==> src/rtl/sha_pkg.sv <==
// Shared definitions for the SHA control slice: one-hot state encoding and
// the per-algorithm round counts.
package sha_pkg;

   localparam int unsigned SHA1_ROUNDS   = 80;
   localparam int unsigned SHA256_ROUNDS = 64;
   localparam int unsigned SHA512_ROUNDS = 80;

   localparam logic [4:0] ST_IDLE     = 5'b00001;
   localparam logic [4:0] ST_WAIT_BLK = 5'b00010;
   localparam logic [4:0] ST_ROUND    = 5'b00100;
   localparam logic [4:0] ST_UPDATE   = 5'b01000;
   localparam logic [4:0] ST_DONE     = 5'b10000;

   typedef enum logic [4:0] {
      StIdle    = ST_IDLE,
      StWaitBlk = ST_WAIT_BLK,
      StRound   = ST_ROUND,
      StUpdate  = ST_UPDATE,
      StDone    = ST_DONE
   } state_e;

endpackage

==> src/rtl/sha_round_ctrl_if.sv <==
// Host/datapath-facing bundle of the SHA round controller; master is the
// host side, slave is the controller.
interface sha_round_ctrl_if
   import sha_pkg::*;
#(
   parameter int unsigned ROUNDS = SHA256_ROUNDS,
   parameter int unsigned BCW    = 8
);
   localparam int unsigned RW = $clog2(ROUNDS);

   logic           start;
   logic           abort;
   logic           block_valid;
   logic           block_last;
   logic           block_ready;
   logic           digest_ready;
   logic           init;
   logic           load;
   logic           enable;
   logic [RW-1:0]  round;
   logic           round_last;
   logic           update;
   logic           digest_valid;
   logic           busy;
   logic [BCW-1:0] block_cnt;

   modport master (
      output start, abort, block_valid, block_last, digest_ready,
      input  block_ready, init, load, enable, round, round_last, update,
             digest_valid, busy, block_cnt
   );

   modport slave (
      input  start, abort, block_valid, block_last, digest_ready,
      output block_ready, init, load, enable, round, round_last, update,
             digest_valid, busy, block_cnt
   );

endinterface

==> src/rtl/sha_round_cnt.sv <==
// Round index counter: counts 0..ROUNDS-1 while enabled and wraps to 0 after
// the last round so the index reads 0 outside the round phase.
module sha_round_cnt
   import sha_pkg::*;
#(
   parameter int unsigned ROUNDS = SHA256_ROUNDS,
   localparam int unsigned RW = $clog2(ROUNDS)
) (
   input  logic          clk,
   input  logic          rst_n,
   input  logic          clr,
   input  logic          en,
   output logic [RW-1:0] round,
   output logic          round_last
);

   logic [RW-1:0] round_q;

   assign round      = round_q;
   assign round_last = en & (round_q == RW'(ROUNDS - 1));

   always_ff @(posedge clk or negedge rst_n) begin
      if (!rst_n) begin
         round_q <= '0;
      end else if (clr) begin
         round_q <= '0;
      end else if (en) begin
         round_q <= round_last ? '0 : round_q + RW'(1);
      end
   end

endmodule

==> src/rtl/sha_round_ctrl.sv <==
// SHA compression controller: sequences IV init, block loads, the round loop
// and hash update per block, then presents the digest via valid/ready.
module sha_round_ctrl
   import sha_pkg::*;
#(
   parameter int unsigned ROUNDS = SHA256_ROUNDS,
   parameter int unsigned BCW    = 8
) (
   input logic              clk,
   input logic              rst_n,
   sha_round_ctrl_if.slave  bus
);

   localparam int unsigned  RW      = $clog2(ROUNDS);
   localparam logic [BCW-1:0] cnt_max = '1;

   state_e         state_q;
   logic           last_q;
   logic [BCW-1:0] block_cnt_q;
   logic           abort_act;
   logic           init_w;
   logic           ready_w;
   logic           load_w;
   logic           enable_w;
   logic           update_w;
   logic [RW-1:0]  round_w;
   logic           round_last_w;

   // Abort only matters once a message is in flight; it also masks every strobe.
   assign abort_act = bus.abort & (state_q != StIdle);
   assign init_w    = (state_q == StIdle) & bus.start & ~bus.abort;
   assign ready_w   = (state_q == StWaitBlk) & ~bus.abort;
   assign load_w    = ready_w & bus.block_valid;
   assign enable_w  = (state_q == StRound) & ~bus.abort;
   assign update_w  = (state_q == StUpdate) & ~bus.abort;

   assign bus.init         = init_w;
   assign bus.block_ready  = ready_w;
   assign bus.load         = load_w;
   assign bus.enable       = enable_w;
   assign bus.update       = update_w;
   assign bus.round        = round_w;
   assign bus.round_last   = round_last_w;
   assign bus.digest_valid = (state_q == StDone);
   assign bus.busy         = (state_q != StIdle);
   assign bus.block_cnt    = block_cnt_q;

   sha_round_cnt #(
      .ROUNDS (ROUNDS)
   ) u_round_cnt (
      .clk        (clk),
      .rst_n      (rst_n),
      .clr        (abort_act),
      .en         (enable_w),
      .round      (round_w),
      .round_last (round_last_w)
   );

   always_ff @(posedge clk or negedge rst_n) begin
      if (!rst_n) begin
         state_q     <= StIdle;
         last_q      <= 1'b0;
         block_cnt_q <= '0;
      end else if (abort_act) begin
         state_q     <= StIdle;
         last_q      <= 1'b0;
         block_cnt_q <= '0;
      end else begin
         unique case (state_q)
            StIdle: begin
               if (init_w) begin
                  block_cnt_q <= '0;
                  last_q      <= 1'b0;
                  state_q     <= StWaitBlk;
               end
            end
            StWaitBlk: begin
               if (load_w) begin
                  last_q  <= bus.block_last;
                  state_q <= StRound;
                  if (block_cnt_q != cnt_max) begin
                     block_cnt_q <= block_cnt_q + BCW'(1);
                  end
               end
            end
            StRound: begin
               if (round_last_w) begin
                  state_q <= StUpdate;
               end
            end
            StUpdate: begin
               state_q <= last_q ? StDone : StWaitBlk;
            end
            StDone: begin
               if (bus.digest_ready) begin
                  state_q <= StIdle;
               end
            end
            default: begin
               state_q <= StIdle;
            end
         endcase
      end
   end

endmodule

==> src/flat_wrapper.sv <==
// flat-port wrapper written by rule: the top's interface ports become plain ports
module sha_round_ctrl_flat import sha_pkg::*;
#(
   parameter int unsigned ROUNDS = SHA256_ROUNDS,
   parameter int unsigned BCW    = 8
)
  (clk, rst_n, bus_start, bus_abort, bus_block_valid, bus_block_last, bus_digest_ready, bus_block_ready, bus_init, bus_load, bus_enable, bus_round, bus_round_last, bus_update, bus_digest_valid, bus_busy, bus_block_cnt);
  sha_round_ctrl_if #(.ROUNDS(ROUNDS), .BCW(BCW)) bus_i ();
  input logic clk;
  input logic rst_n;
  input wire logic [$bits(bus_i.start)-1:0] bus_start;
  input wire logic [$bits(bus_i.abort)-1:0] bus_abort;
  input wire logic [$bits(bus_i.block_valid)-1:0] bus_block_valid;
  input wire logic [$bits(bus_i.block_last)-1:0] bus_block_last;
  input wire logic [$bits(bus_i.digest_ready)-1:0] bus_digest_ready;
  output wire logic [$bits(bus_i.block_ready)-1:0] bus_block_ready;
  output wire logic [$bits(bus_i.init)-1:0] bus_init;
  output wire logic [$bits(bus_i.load)-1:0] bus_load;
  output wire logic [$bits(bus_i.enable)-1:0] bus_enable;
  output wire logic [$bits(bus_i.round)-1:0] bus_round;
  output wire logic [$bits(bus_i.round_last)-1:0] bus_round_last;
  output wire logic [$bits(bus_i.update)-1:0] bus_update;
  output wire logic [$bits(bus_i.digest_valid)-1:0] bus_digest_valid;
  output wire logic [$bits(bus_i.busy)-1:0] bus_busy;
  output wire logic [$bits(bus_i.block_cnt)-1:0] bus_block_cnt;
  assign bus_i.start = bus_start;
  assign bus_i.abort = bus_abort;
  assign bus_i.block_valid = bus_block_valid;
  assign bus_i.block_last = bus_block_last;
  assign bus_i.digest_ready = bus_digest_ready;
  assign bus_block_ready = bus_i.block_ready;
  assign bus_init = bus_i.init;
  assign bus_load = bus_i.load;
  assign bus_enable = bus_i.enable;
  assign bus_round = bus_i.round;
  assign bus_round_last = bus_i.round_last;
  assign bus_update = bus_i.update;
  assign bus_digest_valid = bus_i.digest_valid;
  assign bus_busy = bus_i.busy;
  assign bus_block_cnt = bus_i.block_cnt;
  sha_round_ctrl #(.ROUNDS(ROUNDS), .BCW(BCW)) u_core (.clk(clk), .rst_n(rst_n), .bus(bus_i));
endmodule
==> config.mk <==
export PLATFORM = sky130hd
export DESIGN_NAME = sha_round_ctrl_flat
export DESIGN_NICKNAME = d
export VERILOG_FILES = /design/src/rtl/sha_pkg.sv /design/src/rtl/sha_round_ctrl_if.sv /design/src/rtl/sha_round_cnt.sv /design/src/rtl/sha_round_ctrl.sv /design/src/flat_wrapper.sv
export SDC_FILE = /design/constraint.sdc
export NUM_CORES = 1
export LEC_CHECK = 0
export CAP_MARGIN = 20
export CORE_ASPECT_RATIO = 1.75
export CORE_MARGIN = 2
export CORE_UTILIZATION = 35
export DETAILED_ROUTE_END_ITERATION = 8
export MAX_ROUTING_LAYER = met4
export SLEW_MARGIN = 30
export SYNTH_ARGS = -nofsm -noshare
export SYNTH_HDL_FRONTEND = slang
export SYNTH_SLANG_ARGS = --single-unit
==> constraint.sdc <==
create_clock -name clk -period 2.2 [get_ports clk]
set_input_delay 0.22 -clock clk [delete_from_list [all_inputs] [get_ports clk]]
set_output_delay 0.22 -clock clk [all_outputs]
set_load 0.05 [all_outputs]
Word-level counts from Yosys, hierarchy flattened
Index checks and enable logic that the tools add are counted.
{"block": "word_totals", "word_cells": 52, "in_bits": 7, "output_inout_bits": 22, "regBits": 20}
{"block": "classes", "addsub": 2, "n_eq_ne": 13, "reduce_logical": 5, "n_bitwise": 9, "n_mux": 19}
{"cell": "two-way mux 8 bit", "n": 4}
{"cell": "two-way mux 5 bit", "n": 6}
{"cell": "case mux 5 bit (5 select lines)", "n": 1}
{"cell": "two-way mux 6 bit", "n": 3}
{"cell": "case mux 8 bit (2 select lines)", "n": 1}
{"cell": "!= test 3 x 2 -> 1 bit, second input constant", "n": 5}
{"cell": "adder 8 x 1 -> 8 bit, second input constant", "n": 1}
{"cell": "AND 1 bit", "n": 8}
{"cell": "!= test 8 bit, second input constant", "n": 1}
{"cell": "AND reduction 4 bit", "n": 2}
{"cell": "adder 6 x 1 -> 6 bit, second input constant", "n": 1}
{"cell": "equality test 6 bit, second input constant", "n": 1}
{"cell": "equality test 5 x 1 -> 1 bit, second input constant", "n": 1}
{"cell": "equality test 5 x 2 -> 1 bit, second input constant", "n": 1}
{"cell": "equality test 5 x 3 -> 1 bit, second input constant", "n": 1}
{"cell": "equality test 5 x 4 -> 1 bit, second input constant", "n": 1}
{"cell": "equality test 5 bit, second input constant", "n": 1}
{"cell": "!= test 5 x 1 -> 1 bit, second input constant", "n": 1}
{"cell": "two-way mux 1 bit", "n": 3}
{"cell": "AND reduction 3 bit", "n": 1}
{"cell": "nonzero test 3 bit", "n": 1}
{"cell": "case mux 1 bit (2 select lines)", "n": 1}
{"cell": "nonzero test 2 bit", "n": 1}
{"cell": "NOT 1 bit", "n": 1}

Depth between registers and ports, before layout
{"block": "logic_depth", "word_depth": 6, "depth_mapped": 7, "ltp_nobuf": 6}

Hierarchy
A second synthesis with hierarchy kept.
{"block": "unflattened", "cells_unflattened": 135, "area_unflattened_um2": 1227.4}
{"module": "sha_round_ctrl", "cells_per_inst": 103, "seq_area_each_um2": 351.6, "n_inst": 1, "area_each_um2": 907.1}
{"module": "sha_round_cnt", "cells_per_inst": 32, "seq_area_each_um2": 150.1, "n_inst": 1, "area_each_um2": 320.3}

Worst setup path before layout
OpenSTA, ideal clock, no wires.
{"block": "synth_timing", "path_type": "register to output", "startpoint": "reg u_core.u_round_cnt.round_q[0], in the netlist u_core.u_round_cnt.round[0]", "endpoint": "out bus_round_last", "n_path_buf": 0, "required_ns": 1.980, "path_slack_ns": 0.242, "stages_incl_launch_ff": 4, "arrival_ns": 1.738, "path_cell_list": "dfrtp_1 ha_1 nand3_1 nor2_1"}
{"block": "synth_via", "elab_chain_len": 2}
{"item": "start: declaration", "line": "sha_round_cnt.sv:17", "rtl": "logic [RW-1:0] round_q;"}
{"item": "start signal: assignment", "line": "sha_round_cnt.sv:28", "rtl": "round_q <= round_last ? '0 : round_q + RW'(1);"}
{"item": "equality test 6 bit", "line": "sha_round_cnt.sv:20", "rtl": "assign round_last = en & (round_q == RW'(ROUNDS - 1));"}
{"item": "AND 1 bit", "line": "sha_round_cnt.sv:20"}
{"item": "end: declaration", "line": "flat_wrapper.sv:21", "rtl": "output wire logic [$bits(bus_i.round_last)-1:0] bus_round_last;"}
Every way passes these cells.

Worst setup path after layout
{"block": "layout_timing", "startpoint": "reg u_core.state_q[0]", "endpoint": "out bus_busy"}
{"block": "layout_via", "elab_chain_len": 1}
{"item": "start: declaration", "line": "sha_round_ctrl.sv:17", "rtl": "state_e state_q;"}
{"item": "start signal: assignment", "line": "sha_round_ctrl.sv:61", "rtl": "state_q <= StIdle;"}
{"item": "start signal: assignment", "line": "sha_round_ctrl.sv:65", "rtl": "state_q <= StIdle;"}
{"item": "start signal: assignment", "line": "sha_round_ctrl.sv:74", "rtl": "state_q <= StWaitBlk;"}
{"item": "!= test 5 x 1 -> 1 bit", "line": "sha_round_ctrl.sv:45", "rtl": "assign bus.busy = (state_q != StIdle);"}
{"item": "end: declaration", "line": "flat_wrapper.sv:24", "rtl": "output wire logic [$bits(bus_i.busy)-1:0] bus_busy;"}
Every way passes these cells.

==> impl_metrics.xml <==
<?xml version="1.0" encoding="UTF-8"?>
<metrics>
  <group name="flow_run">
    <metric name="max-cap-violations" unit="">0</metric>
  </group>
  <group name="finish">
    <metric name="syn2layout_area_growth" unit="%">37.68</metric>
    <metric name="final_common_cell" unit="">sky130_fd_sc_hd__clkdlybuf4s50_1</metric>
    <metric name="total_area_of_multi_input_combinational_cells" unit="sq um">601.8</metric>
    <metric name="layout_common_cells" unit="">sky130_fd_sc_hd__clkdlybuf4s50_1, sky130_fd_sc_hd__dfrtp_1, sky130_fd_sc_hd__o21ai_0</metric>
    <metric name="seq_area" unit="sq um">501.7</metric>
    <metric name="final_core_util" unit="">0.5006</metric>
    <metric name="final_layout_size_suffix_gt1_frac" unit="">0.1698</metric>
    <metric name="fillCellCount" unit="">314</metric>
    <metric name="antennaDiodeCount" unit="">0</metric>
    <metric name="nets" unit="">169</metric>
  </group>
  <group name="drt">
    <metric name="viasPerCell" unit="">5.391</metric>
    <metric name="wirelength" unit="mm">2.843</metric>
    <metric name="detailroute.via_count" unit="">1089</metric>
    <metric name="drtPass1Iterations" unit="">4</metric>
    <metric name="routed_len_inst" unit="um">14.07</metric>
    <metric name="final_antenna_net_count" unit="">0</metric>
    <metric name="post_route_drc" unit="">0</metric>
    <metric name="detailedRoute.firstIterationViolations" unit="">38</metric>
  </group>
  <group name="clock_network">
    <metric name="htree_levels" unit="">1</metric>
    <metric name="insertion_delay" unit="ps">260</metric>
    <metric name="clock_sinks" unit="">20</metric>
    <metric name="buffer_cell_driving_the_clock_tree_root" unit="">sky130_fd_sc_hd__clkbuf_8</metric>
    <metric name="cts_made_buffers" unit="">3</metric>
    <metric name="worst_setup_hold_path_clk_slew" unit="ps">70</metric>
    <metric name="post_cts_resize_count" unit="">0</metric>
    <metric name="post_cts_hold_buffer_count" unit="">0</metric>
    <metric name="cts_max_path_buffers" unit="">2</metric>
    <metric name="cts_tree" unit="">built</metric>
    <metric name="setup_fix_buffers_added_after_clock_tree_synthesis" unit="">0</metric>
  </group>
  <group name="grt">
    <metric name="gr-usage-all-layers" unit="">0.1841</metric>
    <metric name="first_global_vias" unit="">1151</metric>
    <metric name="grt_max_degree" unit="">21</metric>
    <metric name="gr-total-overflow" unit="">0</metric>
    <metric name="grt_first_pass_wirelength" unit="mm">4.905</metric>
    <metric name="antenna_found_initial" unit="">0</metric>
  </group>
  <group name="timing">
    <metric name="worst_pin_slew" unit="ps">502.0</metric>
    <metric name="clock.fmax" unit="GHz">0.4720</metric>
    <metric name="final.period_utilization" unit="">0.9631</metric>
    <metric name="grt_setup_unrepaired" unit="">false</metric>
    <metric name="relSlewSlack" unit="">0.6643</metric>
    <metric name="fin_crit" unit="ps">2119</metric>
    <metric name="fin_worst_skew" unit="ps">4.572</metric>
    <metric name="timing.setup.tns" unit="ps">0</metric>
    <metric name="maxSlewViolCount" unit="">0</metric>
    <metric name="report.final.hold_viol_count" unit="">0</metric>
    <metric name="setup_viol" unit="">0</metric>
  </group>
  <group name="power">
    <metric name="p_per_area" unit="mW/mm^2">649.6</metric>
    <metric name="power.ir.vdd_worst" unit="uV">335.1</metric>
    <metric name="switching_share" unit="">0.3677</metric>
    <metric name="p_int" unit="W">0.0006460</metric>
    <metric name="seq_power_share" unit="">0.408</metric>
    <metric name="power.leakage" unit="nW">0.6880</metric>
    <metric name="power.net_switching" unit="W">0.0003757</metric>
    <metric name="share_of_total_power_in_the_clock_network" unit="">0.248</metric>
    <metric name="p_comb_frac" unit="">0.343</metric>
  </group>
  <group name="floorplan">
    <metric name="core_area" unit="sq mm">0.003142</metric>
    <metric name="chipWidth" unit="um">47.19</metric>
    <metric name="die_y" unit="um">79.58</metric>
    <metric name="boundaryPins" unit="">29</metric>
    <metric name="die_area" unit="sq mm">0.003755</metric>
    <metric name="std_cell_rows" unit="">27</metric>
    <metric name="start_util" unit="">0.3636</metric>
  </group>
  <group name="worst_setup_path">
    <metric name="cp_slowest_stage_delay" unit="ps">730</metric>
    <metric name="worst_path_max_delay_cell" unit="">sky130_fd_sc_hd__clkdlybuf4s50_1</metric>
    <metric name="worst_setup_path_end_kind" unit="">output port</metric>
    <metric name="cp_max_fo" unit="">7</metric>
    <metric name="worst_ep_arrival_time" unit="ps">1900</metric>
    <metric name="start_kind" unit="">flop</metric>
    <metric name="cp.required" unit="ps">1980</metric>
    <metric name="criticalPathCategory" unit="">flop to output port</metric>
    <metric name="worst_path_cell_trace" unit="">nor2b_2 &gt; nand2_2 &gt; clkdlybuf4s50_1</metric>
  </group>
  <group name="run_status">
    <metric name="status" unit="">finished, final reports clean</metric>
  </group>
  <group name="synth">
    <metric name="synth.lib_cells_used.distinct" unit="">39</metric>
    <metric name="synthesis.yosys.warnings" unit="">0</metric>
    <metric name="synthesis.instances" unit="">126</metric>
    <metric name="ys_seq_elements" unit="">20</metric>
    <metric name="syn_avg_cell_area" unit="sq um">9.066</metric>
    <metric name="netlist_area" unit="sq mm">0.001142</metric>
    <metric name="syn-num-nets" unit="">135</metric>
    <metric name="seq_area_frac_synth" unit="">0.4392</metric>
  </group>
  <group name="place">
    <metric name="gpl.final_weighted_congestion" unit="">0.7951</metric>
    <metric name="place_hpwl" unit="mm">2.226</metric>
    <metric name="buffer_ports.inserted" unit="">28</metric>
  </group>
  <group name="hold_path">
    <metric name="hold_path.class" unit="">input pin to async pin</metric>
  </group>
</metrics>
synth_stat cells:
master	n	area share
sky130_fd_sc_hd__a211oi_1	1	0.0066
sky130_fd_sc_hd__a21o_1	1	0.0066
sky130_fd_sc_hd__a21oi_1	8	0.035
sky130_fd_sc_hd__a21oi_2	3	0.023
sky130_fd_sc_hd__a22o_1	2	0.015
sky130_fd_sc_hd__a32o_1	1	0.0088
sky130_fd_sc_hd__a41oi_1	2	0.015
sky130_fd_sc_hd__and3_1	7	0.038
sky130_fd_sc_hd__and3b_1	1	0.0077
sky130_fd_sc_hd__buf_2	1	0.0044
sky130_fd_sc_hd__buf_6	1	0.0099
sky130_fd_sc_hd__dfrtp_1	19	0.42
sky130_fd_sc_hd__dfstp_2	1	0.023
sky130_fd_sc_hd__ha_1	2	0.022
sky130_fd_sc_hd__inv_1	4	0.013
sky130_fd_sc_hd__inv_2	2	0.0066
sky130_fd_sc_hd__nand2_1	10	0.033
sky130_fd_sc_hd__nand2_2	1	0.0055
sky130_fd_sc_hd__nand2b_1	1	0.0055
sky130_fd_sc_hd__nand3_1	7	0.031
sky130_fd_sc_hd__nand3_2	1	0.0088
sky130_fd_sc_hd__nand3b_1	1	0.0066
sky130_fd_sc_hd__nand4_1	2	0.011
sky130_fd_sc_hd__nor2_1	12	0.039
sky130_fd_sc_hd__nor2b_1	1	0.0055
sky130_fd_sc_hd__nor2b_2	1	0.0077
sky130_fd_sc_hd__nor3_1	4	0.018
sky130_fd_sc_hd__nor3_2	1	0.0088
sky130_fd_sc_hd__nor3_4	1	0.014
sky130_fd_sc_hd__nor3b_1	1	0.0066
sky130_fd_sc_hd__o211ai_1	1	0.0066
sky130_fd_sc_hd__o21ai_0	14	0.061
sky130_fd_sc_hd__o21ai_1	1	0.0044
sky130_fd_sc_hd__o221a_4	1	0.018
sky130_fd_sc_hd__o31ai_1	2	0.013
sky130_fd_sc_hd__o32ai_1	1	0.0077
sky130_fd_sc_hd__or2_2	2	0.011
sky130_fd_sc_hd__or3_1	2	0.011
sky130_fd_sc_hd__xor2_1	2	0.015
path summary, 6_finish.rpt:
check | start | endpoint | slack [ps] | cells after the start
max in group asynchronous | rst_n | u_core.state_q[0] | 1630 | 2
worst min register to register | u_core.u_round_cnt.round[0] | u_core.u_round_cnt.round[0] | 550 | 1
worst max register to register | u_core.bus.block_cnt[0] | u_core.bus.block_cnt[1] | 390 | 5
worst min-delay path | rst_n | u_core.state_q[1] | 300 | 2
worst max-delay path | u_core.state_q[0] | bus_busy | 80 | 3
min in group clk | bus_block_last | u_core.last_q | 520 | 3
worst max-delay path: cells and delay by family, from the launching register on:
kind | cells | cell delay [ps]
buffers and inverters | 1 | 730
flip-flops | 1 | 570
AND/OR/NAND/NOR | 2 | 340
state kept, by name, indices dropped and copies added, names as in the netlist:
name / cells
u_core.bus.block_cnt: 8
u_core.u_round_cnt.round: 6
u_core.state_q: 5
u_core.last_q: 1
area by class of cell:
class	count	area share
clock buffer	4	0.02864
inverter	6	0.01432
multi-input combinational	98	0.3827
sequential	20	0.3190
tap	43	0.03421
timing repair buffer	31	0.2212
stage by stage:
stage               cells  area (sq um)  total power (W)  worst slack (ps)  hold WS [ps]
floorplan             126          1142        0.0006763             241.6        -75.59
global placement      198          1528        0.0007657             336.9         546.9
detailed placement    198          1528        0.0007746             314.1         536.5
CTS                   202          1573         0.001027             76.55         309.9
global route          202          1573         0.001080             2.685         323.5
finish                202          1573         0.001022             81.28         300.3
layer usage:
metal	GRT usage	up-vias	wire length, um
met2	0.3288	35	1607
met5	-	-	0
met1	0.1926	517	1081
met3	0.02036	7	83
li1	-	530	-
met4	0.07500	0	70
cells by family after synthesis:
family | share of synthesized area
AO/OA/AOI/OAI | 0.2213
flip-flops | 0.4392
buffers and inverters | 0.03395
XOR/XNOR | 0.01534
AND/OR/NAND/NOR | 0.2684
adder cells (fa/ha/maj) | 0.02190
power groups by stage:
stage / combinational [W] / sequential, W / clock (W)
final: 0.000351 / 0.000417 / 0.000254
after global routing: 0.000385 / 0.000421 / 0.000274
after CTS: 0.000353 / 0.000416 / 0.000259
after detailed placement: 0.000352 / 0.000423 / 0
after global placement: 0.000343 / 0.000422 / 0
after floorplan: 0.000249 / 0.000427 / 0
(Power assumes the default switching activity.)
